### src/rtl/mlp_train_sequencer_pkg.sv
// Shared types for the MLP training sequencer.
//   sfp / ONE / HALF : signed Q8.8 fixed-point sample type and constants
//   seq_state_t      : sequencer FSM states
//   idx_w()          : index width helper that never returns zero
package mlp_train_sequencer_pkg;

    localparam int SFP_W = 16;
    typedef logic signed [SFP_W-1:0] sfp;

    localparam sfp ONE  = 16'sh0100;
    localparam sfp HALF = 16'sh0080;

    typedef enum logic [2:0] {
        S_IDLE,
        S_TRAIN,
        S_EVAL,
        S_DRAIN,
        S_DONE
    } seq_state_t;

    // A one-entry table still needs a one-bit index.
    function automatic int idx_w(input int n);
        return (n > 1) ? $clog2(n) : 1;
    endfunction

endpackage

### src/rtl/mlp_train_sequencer_class_compare.sv
// Combinational per-sample classification check.
//   prediction : OUTPUTS MLP predictions
//   expected   : OUTPUTS target values
//   threshold  : class boundary
//   match      : 1 when every output falls on the same side of threshold
module class_compare
    import mlp_train_sequencer_pkg::*;
#(
    parameter int OUTPUTS = 1
) (
    input  sfp [OUTPUTS-1:0] prediction,
    input  sfp [OUTPUTS-1:0] expected,
    input  sfp               threshold,
    output logic             match
);

    always_comb begin
        match = 1'b1;
        for (int o = 0; o < OUTPUTS; o++) begin
            if ((sfp'(prediction[o]) < threshold) != (sfp'(expected[o]) < threshold))
                match = 1'b0;
        end
    end

endmodule

### src/rtl/mlp_train_sequencer.sv
// Hardware training / evaluation driver for the MLP block.
// Replays a register-held dataset for num_epochs epochs; each epoch is one
// training pass then one evaluation pass whose thresholded predictions are
// counted as correct / incorrect.
//   load_*        : dataset write port (IDLE/DONE only)
//   start/abort   : run control; num_epochs, early_stop latched on start
//   threshold     : classification threshold
//   values/expected/training -> MLP, prediction <- MLP (MLP_LATENCY cycles)
//   busy/done/epoch_done/epochs_run/epoch_correct : run status
module mlp_train_sequencer
    import mlp_train_sequencer_pkg::*;
#(
    parameter int INPUTS      = 2,
    parameter int OUTPUTS     = 1,
    parameter int SAMPLES     = 4,
    parameter int EPOCH_W     = 16,
    parameter int MLP_LATENCY = 1
) (
    input  logic                         clk,
    input  logic                         rst,
    input  logic                         load_en,
    input  logic [idx_w(SAMPLES)-1:0]    load_idx,
    input  sfp   [INPUTS-1:0]            load_values,
    input  sfp   [OUTPUTS-1:0]           load_expected,
    input  logic                         start,
    input  logic [EPOCH_W-1:0]           num_epochs,
    input  logic                         early_stop,
    input  logic                         abort,
    input  sfp                           threshold,
    output sfp   [INPUTS-1:0]            values,
    output sfp   [OUTPUTS-1:0]           expected,
    output logic                         training,
    input  sfp   [OUTPUTS-1:0]           prediction,
    output logic                         busy,
    output logic                         done,
    output logic                         epoch_done,
    output logic [EPOCH_W-1:0]           epochs_run,
    output logic [$clog2(SAMPLES+1)-1:0] epoch_correct
);

    localparam int IW = idx_w(SAMPLES);
    localparam int DW = idx_w(MLP_LATENCY);
    localparam int CW = $clog2(SAMPLES + 1);

    typedef struct packed {
        sfp [INPUTS-1:0]  values;
        sfp [OUTPUTS-1:0] expected;
    } sample_t;

    sample_t            ds [SAMPLES];
    seq_state_t         state;
    logic [IW-1:0]      idx;
    logic [DW-1:0]      dcnt;
    logic [CW-1:0]      cnt;
    logic [EPOCH_W-1:0] ep_target;
    logic               es_lat;

    // Evaluation tokens: valid bit plus the targets the MLP was given.
    logic [MLP_LATENCY-1:0] vld_p;
    sfp   [OUTPUTS-1:0]     tok_exp_p [MLP_LATENCY];

    logic               tok_match;
    logic               tok_hit;
    logic [CW-1:0]      cnt_nxt;
    logic [EPOCH_W-1:0] er_nxt;
    logic               run_over;

    class_compare #(.OUTPUTS(OUTPUTS)) u_cmp (
        .prediction (prediction),
        .expected   (tok_exp_p[MLP_LATENCY-1]),
        .threshold  (threshold),
        .match      (tok_match)
    );

    assign tok_hit  = vld_p[MLP_LATENCY-1] & tok_match;
    assign cnt_nxt  = cnt + CW'(tok_hit);
    assign er_nxt   = (epochs_run == '1) ? epochs_run : epochs_run + 1'b1;
    assign run_over = (er_nxt == ep_target) || (es_lat && (cnt_nxt == CW'(SAMPLES)));

    // Dataset: data only, survives reset.
    always_ff @(posedge clk) begin
        if (load_en && (state == S_IDLE || state == S_DONE) &&
            (32'(load_idx) < SAMPLES)) begin
            ds[load_idx].values   <= load_values;
            ds[load_idx].expected <= load_expected;
        end
    end

    // ---- token pipeline stage boundary: issue -> prediction valid ----
    always_ff @(posedge clk) begin
        tok_exp_p[0] <= expected;
        for (int i = 1; i < MLP_LATENCY; i++)
            tok_exp_p[i] <= tok_exp_p[i-1];
    end

    always_ff @(posedge clk) begin
        if (rst) begin
            state         <= S_IDLE;
            idx           <= '0;
            dcnt          <= '0;
            cnt           <= '0;
            ep_target     <= '0;
            es_lat        <= 1'b0;
            vld_p         <= '0;
            values        <= '0;
            expected      <= '0;
            training      <= 1'b0;
            busy          <= 1'b0;
            done          <= 1'b0;
            epoch_done    <= 1'b0;
            epochs_run    <= '0;
            epoch_correct <= '0;
        end else begin
            epoch_done <= 1'b0;
            cnt        <= cnt_nxt;
            // A token enters for every cycle an evaluation sample is on the outputs.
            vld_p[0] <= (state == S_EVAL);
            for (int i = 1; i < MLP_LATENCY; i++)
                vld_p[i] <= vld_p[i-1];

            if (abort) begin
                state    <= S_IDLE;
                busy     <= 1'b0;
                training <= 1'b0;
                done     <= 1'b0;
                vld_p    <= '0;
                cnt      <= '0;
            end else begin
                case (state)
                    S_IDLE, S_DONE: begin
                        if (start) begin
                            ep_target     <= num_epochs;
                            es_lat        <= early_stop;
                            epochs_run    <= '0;
                            epoch_correct <= '0;
                            cnt           <= '0;
                            done          <= 1'b0;
                            if (num_epochs == '0) begin
                                state <= S_DONE;
                                done  <= 1'b1;
                            end else begin
                                state    <= S_TRAIN;
                                busy     <= 1'b1;
                                idx      <= '0;
                                values   <= ds[0].values;
                                expected <= ds[0].expected;
                                training <= 1'b1;
                            end
                        end
                    end
                    S_TRAIN: begin
                        if (idx == IW'(SAMPLES - 1)) begin
                            state    <= S_EVAL;
                            idx      <= '0;
                            values   <= ds[0].values;
                            expected <= ds[0].expected;
                            training <= 1'b0;
                        end else begin
                            idx      <= idx + 1'b1;
                            values   <= ds[idx + 1'b1].values;
                            expected <= ds[idx + 1'b1].expected;
                        end
                    end
                    S_EVAL: begin
                        if (idx == IW'(SAMPLES - 1)) begin
                            state <= S_DRAIN;
                            dcnt  <= '0;
                        end else begin
                            idx      <= idx + 1'b1;
                            values   <= ds[idx + 1'b1].values;
                            expected <= ds[idx + 1'b1].expected;
                        end
                    end
                    S_DRAIN: begin
                        // Last token retires on the final drain cycle.
                        if (dcnt == DW'(MLP_LATENCY - 1)) begin
                            epoch_correct <= cnt_nxt;
                            epochs_run    <= er_nxt;
                            epoch_done    <= 1'b1;
                            cnt           <= '0;
                            if (run_over) begin
                                state <= S_DONE;
                                busy  <= 1'b0;
                                done  <= 1'b1;
                            end else begin
                                state    <= S_TRAIN;
                                idx      <= '0;
                                values   <= ds[0].values;
                                expected <= ds[0].expected;
                                training <= 1'b1;
                            end
                        end else begin
                            dcnt <= dcnt + 1'b1;
                        end
                    end
                    default: state <= S_IDLE;
                endcase
            end
        end
    end

endmodule

### config.mk
export PLATFORM = sky130hd
export DESIGN_NAME = mlp_train_sequencer
export DESIGN_NICKNAME = d
export VERILOG_FILES = /design/src/rtl/mlp_train_sequencer_pkg.sv /design/src/rtl/mlp_train_sequencer_class_compare.sv /design/src/rtl/mlp_train_sequencer.sv
export SDC_FILE = /design/constraint.sdc
export NUM_CORES = 1
export LEC_CHECK = 0
export BUFFER_PORTS_ARGS = -buffer_cell sky130_fd_sc_hd__buf_2
export CORE_MARGIN = 2
export CORE_UTILIZATION = 35
export CTS_BUF_LIST = sky130_fd_sc_hd__clkbuf_8 sky130_fd_sc_hd__clkbuf_16
export DETAILED_ROUTE_END_ITERATION = 7
export PLACE_DENSITY = 0.62
export SKIP_CTS_REPAIR_TIMING = 1
export SLEW_MARGIN = 10
export SYNTH_ARGS = -nofsm -noshare
export SYNTH_HDL_FRONTEND = slang
export SYNTH_SLANG_ARGS = --single-unit
export TNS_END_PERCENT = 5
### constraint.sdc
create_clock -name clk -period 5.45 [get_ports clk]
set_input_delay 0.2725 -clock clk [delete_from_list [all_inputs] [get_ports clk]]
set_output_delay 0.2725 -clock clk [all_outputs]
set_load 0.02 [all_outputs]
==> After elaboration in Yosys (flattened, before gate mapping) <==
Memory sizes are Yosys's and may differ from the RTL's.
Index checks and enable logic that the tools add are counted.
Widths: inputs -> output; s select.
{ "word_totals": {"ff_bits": 98, "ram_bits": 208, "input_bits": 104, "output_inout_bits": 71, "word_cells": 123, "mem_count": 2} }
{ "mem_list": {"columns": ["name", "words", "width", "read_ports", "rd_ports_with_merged_regs", "wr", "line", "source"], "rows": [
  ["ds", 4, 48, 2, 0, 1, "mlp_train_sequencer.sv:50", "sample_t ds [SAMPLES];"],
  ["tok_exp_p", 1, 16, 1, 0, 1, "mlp_train_sequencer.sv:60", "sfp [OUTPUTS-1:0] tok_exp_p [MLP_LATENCY];"]
]} }
{ "classes": {"n_addsub": 4, "n_lt_le_gt_ge": 2, "eq_ne": 17, "mux": 58, "bitwise": 3, "n_reduce_logical": 21} }
{ "op_table": {"columns": ["operator", "count"], "rows": [
  ["$mux 32", 6],
  ["$mux 16", 9],
  ["$pmux 32 s4", 1],
  ["$pmux 16 s4", 1],
  ["$lt 16x16->1", 2],
  ["$pmux 16 s2", 1],
  ["$mux 3", 10],
  ["$add 16x1->16 const B", 1],
  ["$eq 16x16->1", 1],
  ["$eq 16x16->1 const B", 1],
  ["$logic_not 16->1", 1],
  ["$mux 1", 16],
  ["$ne 2x2->1 const B", 7],
  ["$mux 2", 6],
  ["$pmux 3 s2", 2],
  ["$pmux 3 s4", 1],
  ["$reduce_and 4->1", 3],
  ["$pmux 2 s4", 1],
  ["$reduce_and 7->1", 1],
  ["$eq 3x2->1 const B", 2],
  ["$eq 3x3->1 const B", 2],
  ["$pmux 1 s2", 3],
  ["$reduce_and 3->1", 2],
  ["$reduce_and 6->1", 1],
  ["19 further kinds", 24]
]} }

==> Depth between registers and ports, before layout <==
Gate-level depths: netlist of the first run.
An unclocked memory read counts as a cell.
{ "logic_depth": {"ltp_word": 12, "ltp_mapped": 23, "mapped_depth_nobuf": 21} }

==> Cells and area by module <==
From an unflattened synthesis of the first run, not the netlist that was laid out.
{ "hier_totals": {"cells_unflattened": 1088, "hier_area_um2": 13186.4} }
{ "by_module_without_submodules": {"columns": ["mod", "n_inst", "cells_per_inst", "area_each_um2", "seq_area_each_um2"], "rows": [
  ["mlp_train_sequencer", 1, 996, 12426.9, 8027.7],
  ["class_compare", 1, 92, 759.5, 0.0]
]} }

==> Worst setup path after synthesis of the first run <==
OpenSTA, ideal clock, no wires.
{ "synth_path": {"path_kind": "reg-to-reg", "start": "register state[0]", "end": "memory ds[2][0] in the netlist's numbering, enable pin", "setup_time_ps": 523, "arrival_time_ps": 4338, "required_time_ps": 4927, "path_slack_ps": 589, "stages_incl_launch_ff": 5, "synth_period_minus_slack_ps": 4861, "cell_sequence": "dfxtp_1 clkbuf_1 nor2_1 nand2_1 nor3b_1"} }
{ "synth_between": {"elab_chain_len": 5, "word_cells_on_any_way": 6, "cone_classes": "eq/ne: 1; mux: 2; reduce/logical: 3"} }
{ "synth_rtl": {"columns": ["element", "line", "source"], "rows": [
  ["start: declaration", "mlp_train_sequencer.sv:51", "seq_state_t state;"],
  ["start signal: assignment", "mlp_train_sequencer.sv:98", "state <= S_IDLE;"],
  ["start signal: assignment", "mlp_train_sequencer.sv:122", "state <= S_IDLE;"],
  ["start signal: assignment", "mlp_train_sequencer.sv:139", "state <= S_DONE;"],
  ["$eq 3x3->1 / $logic_not 3->1 (equally long branches)", "mlp_train_sequencer.sv:82", "if (load_en && (state == S_IDLE || state == S_DONE) &&"],
  ["$logic_or 1x1->1 *", "mlp_train_sequencer.sv:82", null],
  ["$logic_and 1x1->1 *", "mlp_train_sequencer.sv:82", null],
  ["$mux 1 *", "mlp_train_sequencer.sv:82", null],
  ["$mux 1 (implied by the code) *", "mlp_train_sequencer.sv:85", "ds[load_idx].expected <= load_expected;"],
  ["end: declaration", "mlp_train_sequencer.sv:50", null]
]} }
Every way passes the cells marked *; elsewhere a longest branch is shown, timed or not.

==> Final worst setup path of the first run <==
{ "layout_path": {"start": "memory tok_exp_p[0][1] in the netlist's numbering", "end": "register values[4] in the netlist's numbering"} }
{ "layout_between": {"elab_chain_len": 11} }
{ "layout_rtl": {"columns": ["element", "line", "source"], "rows": [
  ["start: declaration", "mlp_train_sequencer.sv:60", null],
  ["$mem_v2 1x16", null, null],
  ["$lt 16x16->1", "mlp_train_sequencer_class_compare.sv:20", "if ((sfp'(prediction[o]) < threshold) != (sfp'(expected[o]) < threshold))"],
  ["$ne 1x1->1", "mlp_train_sequencer_class_compare.sv:20", null],
  ["$mux 1", "mlp_train_sequencer_class_compare.sv:20", null],
  ["$and 1x1->1", "mlp_train_sequencer.sv:75", "assign tok_hit = vld_p[MLP_LATENCY-1] & tok_match;"],
  ["$add 3x1->3", "mlp_train_sequencer.sv:76", "assign cnt_nxt = cnt + CW'(tok_hit);"],
  ["$eq 3x3->1", "mlp_train_sequencer.sv:78", "assign run_over = (er_nxt == ep_target) || (es_lat && (cnt_nxt == CW'(SAMPLES)));"],
  ["$logic_and 1x1->1", "mlp_train_sequencer.sv:78", null],
  ["$logic_or 1x1->1", "mlp_train_sequencer.sv:78", null],
  ["$ne 2x2->1 (no source line)", null, null],
  ["$reduce_and 7->1 (no source line)", null, null],
  ["end signal: assignment", "mlp_train_sequencer.sv:145", "values <= ds[0].values;"],
  ["end signal: assignment", "mlp_train_sequencer.sv:155", "values <= ds[0].values;"],
  ["end signal: assignment", "mlp_train_sequencer.sv:160", "values <= ds[idx + 1'b1].values;"],
  ["end: declaration", "mlp_train_sequencer.sv:30", "output sfp [INPUTS-1:0] values,"]
]} }
Every way passes these cells.
A chain may end at the register's enable or synchronous reset.

==> results.txt, run 1 <==
Sw Share -> 23.0%
failing checks -> hold timing
Commonest cells post-synth -> edfxtp_1, dfxtp_1, nand2_1
syn avg cell area -> 11.9 µm²
static leakage -> 5.83 nW
Overflow after GRT -> 0
CTS HTree Levels -> 2
crit path DAT -> 4950 ps
Core Region -> 35,700 µm²
Worst Hold Endpoint -> es_lat
min-delay src -> early_stop
die footprint -> 38,000 µm²
layout cells sized above 1 -> 21.1%
largest net degree at the start of global routing -> 89
crit path time final -> 4510 ps
CP startpoint -> tok_exp_p[0][1]
port buffer count -> 174
share of async-settable or async-resettable flops after synthesis -> 0%
Multi-input gate area -> 4410 µm²
placed instance count -> 1,654
Synth Flop Type -> edfxtp_1
Vias -> 9,099
Seq pwr share -> 48.5%
Netlist cell types -> 65
via/cell ratio -> 5.12
CP Capture Type -> register
Filler cells -> 3,362
Die Width -> 195 µm
hold depth -> 3
Yosys top cell by area -> edfxtp_1
RSZ-0062 raised after global routing -> false
DP Area -> 14,100 µm²
Root Buffer -> clkbuf_16
Remaining DRCs -> 0
worst slack, placed -> 695 ps
WL per Instance -> 17.7 µm
Worst-Margin Slew -> 1110 ps
Setup Skew -> 24.9 ps
Worst R2R End -> values[4]
WHS -> -11.1 ps
post-route cell area -> 15,900 µm²
normalized max-slew margin -> 26.2%
Total Routing Usage GR -> 16.3%
max-slew violations -> 0
PD cells -> 337 nW/µm²
vias in the first global route -> 8,615
Starting Density -> 35.7%
first-pass GRT wire length -> 48,000 µm
Clock power frac -> 43.4%
fin cells -> 1,777
share of the synthesized area in the top cell type -> 45.2%
Comb pwr share -> 8.1%
ranking of synthesized cells by area -> edfxtp_1, dfxtp_1, mux2i_1, ha_1, nand2_1
Storage cell area -> 8030 µm²
sequential share of the synthesized area -> 62.9%
Total Neg Setup Slack -> 0 ps
Post-Synthesis Cell Area -> 12,800 µm²
Clock Latency Late Sink -> 540 ps
CP startpoint kind -> register
Final Hold Fails -> 3
gpl congestion -> 0.842
Critical Path RT -> 5880 ps
Antenna Nets Post-Route -> 0
Synth Instances -> 1,074
Yosys warning total -> 0
DR iter-0 viols -> 356
initial antenna violation count -> 1
Post-Route WL -> 31,500 µm
DR pass1 iterations -> 7
Sw Pwr -> 0.00123 W
CTS tree -> built
status -> complete, but fails checks
Final Setup Violations -> 0
most common cell in the netlist -> edfxtp_1
Clock Path Buffers -> 3
maxcap violations -> 0
Yosys reg bits -> 305
CTS Sinks -> 305
reg2reg start -> tok_exp_p[0][1]
Worst Hold Class -> primary input to register
Peak VDD IR -> 242 µV
fmax -> 222 MHz
clk slew on worst S/H paths -> 60 ps
EDFF count, synth -> 192
Setup CP Type -> register to register
R2R depth -> 20
post-synth net total -> 1,212
Detailed Place HPWL -> 19,500 µm
Internal -> 0.00412 W
final cycle utilization of the critical path -> 82.8%
R2R setup slack -> 940 ps
fin worst setup slack -> 937 ps
chip height -> 195 µm
CP Max Fanout -> 30
nets@finish -> 1,427
# rows -> 69
Layout area overhead -> 24.3%
I/O pin total -> 175
total CTS buffers -> 35
-- sequential cells by signal (all words and copies together), names as in the netlist --
register / flops
expected: 16
epochs_run: 16
done: 1
vld_p: 1
tok_exp_p: 16
ds: 192
busy: 1
training: 1
state: 3
ep_target: 16
es_lat: 1
idx: 2
epoch_done: 1
cnt: 3
epoch_correct: 3
values: 32
-- metal layers --
metal	wire length [µm]	track usage (%)
met1	14100	20.8
met2	15200	27.2
met3	1480	3.42
met4	637	6.08
met5	12	0
-- cell usage in the layout, fill, tap and decap left out, types with 35 or more instances in the layout --
cell,netlist,routed
a211oi_1,42,42
a21oi_1,58,58
a22oi_1,51,51
buf_2,13,173
clkbuf_16,0,35
dfxtp_1,113,112
dlygate4sd3_1,0,59
edfxtp_1,192,192
mux2i_1,53,53
nand2_1,104,104
nor2_1,96,95
o21ai_0,73,72
-- power by group through the flow --
| stage | logic (W) | clock network, W | registers [W] |
|---|---|---|---|
| 2_1_floorplan | 0.000208 | 0 | 0.00267 |
| 3_3_place_gp | 0.000399 | 0 | 0.00264 |
| 3_5_place_dp | 0.000407 | 0 | 0.00264 |
| 4_1_cts | 0.000408 | 0.00239 | 0.00259 |
| 5_1_grt | 0.000484 | 0.00249 | 0.00260 |
| 6_report | 0.000435 | 0.00232 | 0.00259 |
-- cells by family after synthesis --
family | synth area share [%]
compound gates | 13.6
simple gates | 11.8
fa+ha+maj | 3.33
xor+xnor | 1.30
flops | 62.9
buf+inv | 2.87
mux | 4.16
-- worst max-delay path: stages, from the launching register on --
cell       delay [ps]
dfxtp_1           300
ha_1              260
a21o_1            150
a21oi_1           130
o21ai_0           130
a2111oi_0         470
o21bai_1          130
mux2i_1           140
xor2_1            180
and2_1            190
ha_1              170
ha_1              190
xnor2_1           260
nor3_1             80
nand2_1            80
o21ai_0            60
or3_1             350
a21oi_4           550
buf_12            260
nor2_1             60
a211oi_1          250
-- worst max path at each step --
stage	depth (start not counted)	endpoint
finish	20	values[4]
global route	21	expected[9]
CTS	20	values[4]
detailed placement	22	expected[0]
global placement	22	values[23]
floorplan	4	ds[2][0]
-- through the flow --
step | utilization (%) | power [W] | hold slack (ps)
floorplan | - | 0.00288 | 371
detailed placement | 39.4 | 0.00305 | 361
CTS | 42.7 | 0.00539 | -86.1
global placement | 39.4 | 0.00304 | 359
global route | 44.4 | 0.00558 | -4.42
finish | 44.4 | 0.00535 | -11.1
-- area by class of cell --
type / instances / area share, %
diodes: 1 / 0.0158
well taps: 461 / 3.64
multi-input cells: 680 / 27.8
flip-flops and latches: 305 / 50.6
clock buffers: 40 / 5.96
clock inverters: 23 / 1.39
inverters: 22 / 0.521
repair buffers: 245 / 10.0
No activity file was read; power rests on OpenSTA's default activity.
==> run 2, diff against run 1 <==
ABC_AREA = 1   (was not set)
PLACE_DENSITY = 0.64   (was 0.62)
clock period = 4 ns   (was 5.45 ns; I/O delays follow)
==> run 2 against run 1 <==
Net effect:
- largest power group unchanged
- highest routed layer is now met4
- clock-buffer cell count stayed put
- routed wire length is 9.4% higher
- the run still ends with hold timing left
- sequential share of layout area is 1.9 points lower
- maximum frequency is 39% higher
- synthesized cell count is 30% higher
- via count is 12% higher
==> results.txt, run 2 <==
highest metal used -> met4
Yosys reg bits -> 305
max-slew violations -> 0
first-pass GRT wire length -> 53,000 µm
ranking of synthesized cells by area -> edfxtp_1, dfxtp_1, nand2_1, inv_1, nor2_1
Vias -> 10,223
post-synth net total -> 1,537
Peak VDD IR -> 345 µV
EDFF count, synth -> 192
static leakage -> 6.96 nW
largest net degree at the start of global routing -> 52
Synth Instances -> 1,399
CTS HTree Levels -> 2
Setup Skew -> 26.7 ps
layout cells sized above 1 -> 16.4%
largest register by flop count -> ds
Yosys top cell by area -> edfxtp_1
CP startpoint kind -> register
Filler cells -> 3,682
Die Width -> 200 µm
largest registers -> ds: 192 flops, values: 32 flops
clk slew on worst S/H paths -> 60 ps
most common cell after layout, fill and taps aside -> nand2_1
total CTS buffers -> 35
syn avg cell area -> 9.59 µm²
Overflow after GRT -> 0
Layout area overhead -> 22.9%
share of the synthesized area in the top cell type -> 43.0%
PD cells -> 475 nW/µm²
die footprint -> 39,900 µm²
reg2reg start -> tok_exp_p[0][1]
Worst Hold Class -> primary input to register
DR pass1 iterations -> 8
initial antenna violation count -> 1
Worst R2R End -> values[31]
Remaining DRCs -> 0
Final Hold Fails -> 3
normalized max-slew margin -> 28.7%
Detailed Place HPWL -> 22,100 µm
Clock Latency Late Sink -> 530 ps
RSZ-0062 raised after global routing -> false
Starting Density -> 35.6%
final cycle utilization of the critical path -> 81.3%
crit path time final -> 3250 ps
Critical Path RT -> 4400 ps
most frequent cells in the layout -> nand2_1, edfxtp_1, inv_1, buf_2, nor2_1
crit path to -> values[31]
Storage cell area -> 8030 µm²
share of async-settable or async-resettable flops after synthesis -> 0%
Total Routing Usage GR -> 17.1%
Final Setup Violations -> 0
chip height -> 200 µm
CTS Sinks -> 305
failing checks -> hold timing
gpl congestion -> 0.837
# rows -> 71
I/O pin total -> 175
Root Buffer -> clkbuf_16
maxcap violations -> 0
Synth Flop Type -> edfxtp_1
WL per Instance -> 16.0 µm
Antenna Nets Post-Route -> 0
R2R setup slack -> 750 ps
Post-Route WL -> 34,400 µm
fmax -> 307 MHz
Core Region -> 37,700 µm²
Worst-Margin Slew -> 1070 ps
CP Capture Type -> register
most common cell in the netlist -> nand2_1
WHS -> -4.41 ps
nets@finish -> 1,748
DP Area -> 14,800 µm²
met2 wire length -> 16,100 µm
R2R depth -> 24
CTS tree -> built
port buffer count -> 174
CP Max Fanout -> 41
max reg flops -> 192
fin cells -> 2,149
Netlist cell types -> 38
sequential share of the synthesized area -> 59.9%
Total Neg Setup Slack -> 0 ps
placed instance count -> 2,034
Commonest cells post-synth -> nand2_1, edfxtp_1, inv_1
CP startpoint -> tok_exp_p[0][1]
Yosys warning total -> 0
Setup CP Type -> register to register
DR iter-0 viols -> 617
Clock Path Buffers -> 3
Multi-input gate area -> 4400 µm²
post-layout util -> 43.7%
metal3 WL -> 1980 µm
crit path DAT -> 3660 ps
Post-Synthesis Cell Area -> 13,400 µm²
Met1 Wirelength -> 15,700 µm
post-route cell area -> 16,500 µm²
status -> complete, but fails checks
via/cell ratio -> 4.76
vias in the first global route -> 9,547
run 2: cell types whose count changed in the layout (fill, tap and decap cells not counted), moves of 16 or more:
cell and delta:
nor2_1 +32, nor3b_1 +19, nand2_1 +192, mux2i_1 -41
a22oi_1 -39, nand4_1 +57, a21oi_1 +25, inv_1 +159
a211oi_1 -16, nand3_1 +37
run 2: area by class of cell:
class	count	share of cell area [%]
clock buffer	40	5.73
clock inverter	23	1.51
antenna	2	0.0304
multi-input combinational	844	26.7
timing repair buffer	240	9.20
sequential	305	48.7
tap	511	3.88
inverter	184	4.19
run 2: critical path: stages (launching register included):
cell and delay (ps):
dfxtp_1 300, ha_1 250, o21ai_0 70, nand2_1 90
nand3_1 70, nand2_1 60, nand3_1 70, a21oi_1 80
o211ai_1 200, nand2_1 80, nand2_1 60, nand2_1 60
nor2_1 110, nor2_1 60, ha_1 180, ha_1 190
xnor2_1 190, inv_1 80, nand4_1 110, nand2_2 80
nand2_4 180, buf_12 260, nand4_1 130, nand2_1 120
nor2_1 60
run 2: logic make-up (layout without fill, tap and decap cells):
kind of cell,count (synthesis),in the layout,share of synthesized area [%]
AND/OR/NAND/NOR,601,601,20.0
AO/OA/AOI/OAI,193,193,8.12
other,0,2,0
flip-flops,305,305,59.9
XOR/XNOR,4,4,0.261
multiplexers,12,12,0.896
buffers and inverters,250,487,7.67
adder cells (fa/ha/maj),34,34,3.17
run 2: worst min path at each step:
stage,slack (ps),end,startpoint,cells after the start
finish,-4,ep_target[1],num_epochs[1],3
global route,20,ep_target[1],num_epochs[1],3
CTS,-140,ds[1][11],load_expected[11],1
detailed placement,360,tok_exp_p[0][3],expected[3],0
global placement,360,tok_exp_p[0][2],expected[2],0
floorplan,300,ds[0][0],load_expected[0],0
run 2: per-stage QoR:
| step | worst slack (ps) | power (W) |
|---|---|---|
| final | 747 | 0.00782 |
| after global routing | 345 | 0.00818 |
| after CTS | 695 | 0.00788 |
| after detailed placement | 494 | 0.00462 |
| after global placement | 564 | 0.00460 |
| after floorplan | -368 | 0.00427 |
run 2: power by group:
part | switching [W] | internal [W]
Sequential | 0.0000657 | 0.00351
Combinational | 0.000668 | 0.000341
Clock | 0.00127 | 0.00197
Total | 0.00200 | 0.00582
run 2: layer usage:
| metal | vias to the layer above | track usage [%] |
|---|---|---|
| met4 | 0 | 5.05 |
| met1 | 4747 | 23.0 |
| met2 | 280 | 28.0 |
| li1 | 5152 | - |
| met5 | - | 0 |
| met3 | 44 | 3.58 |
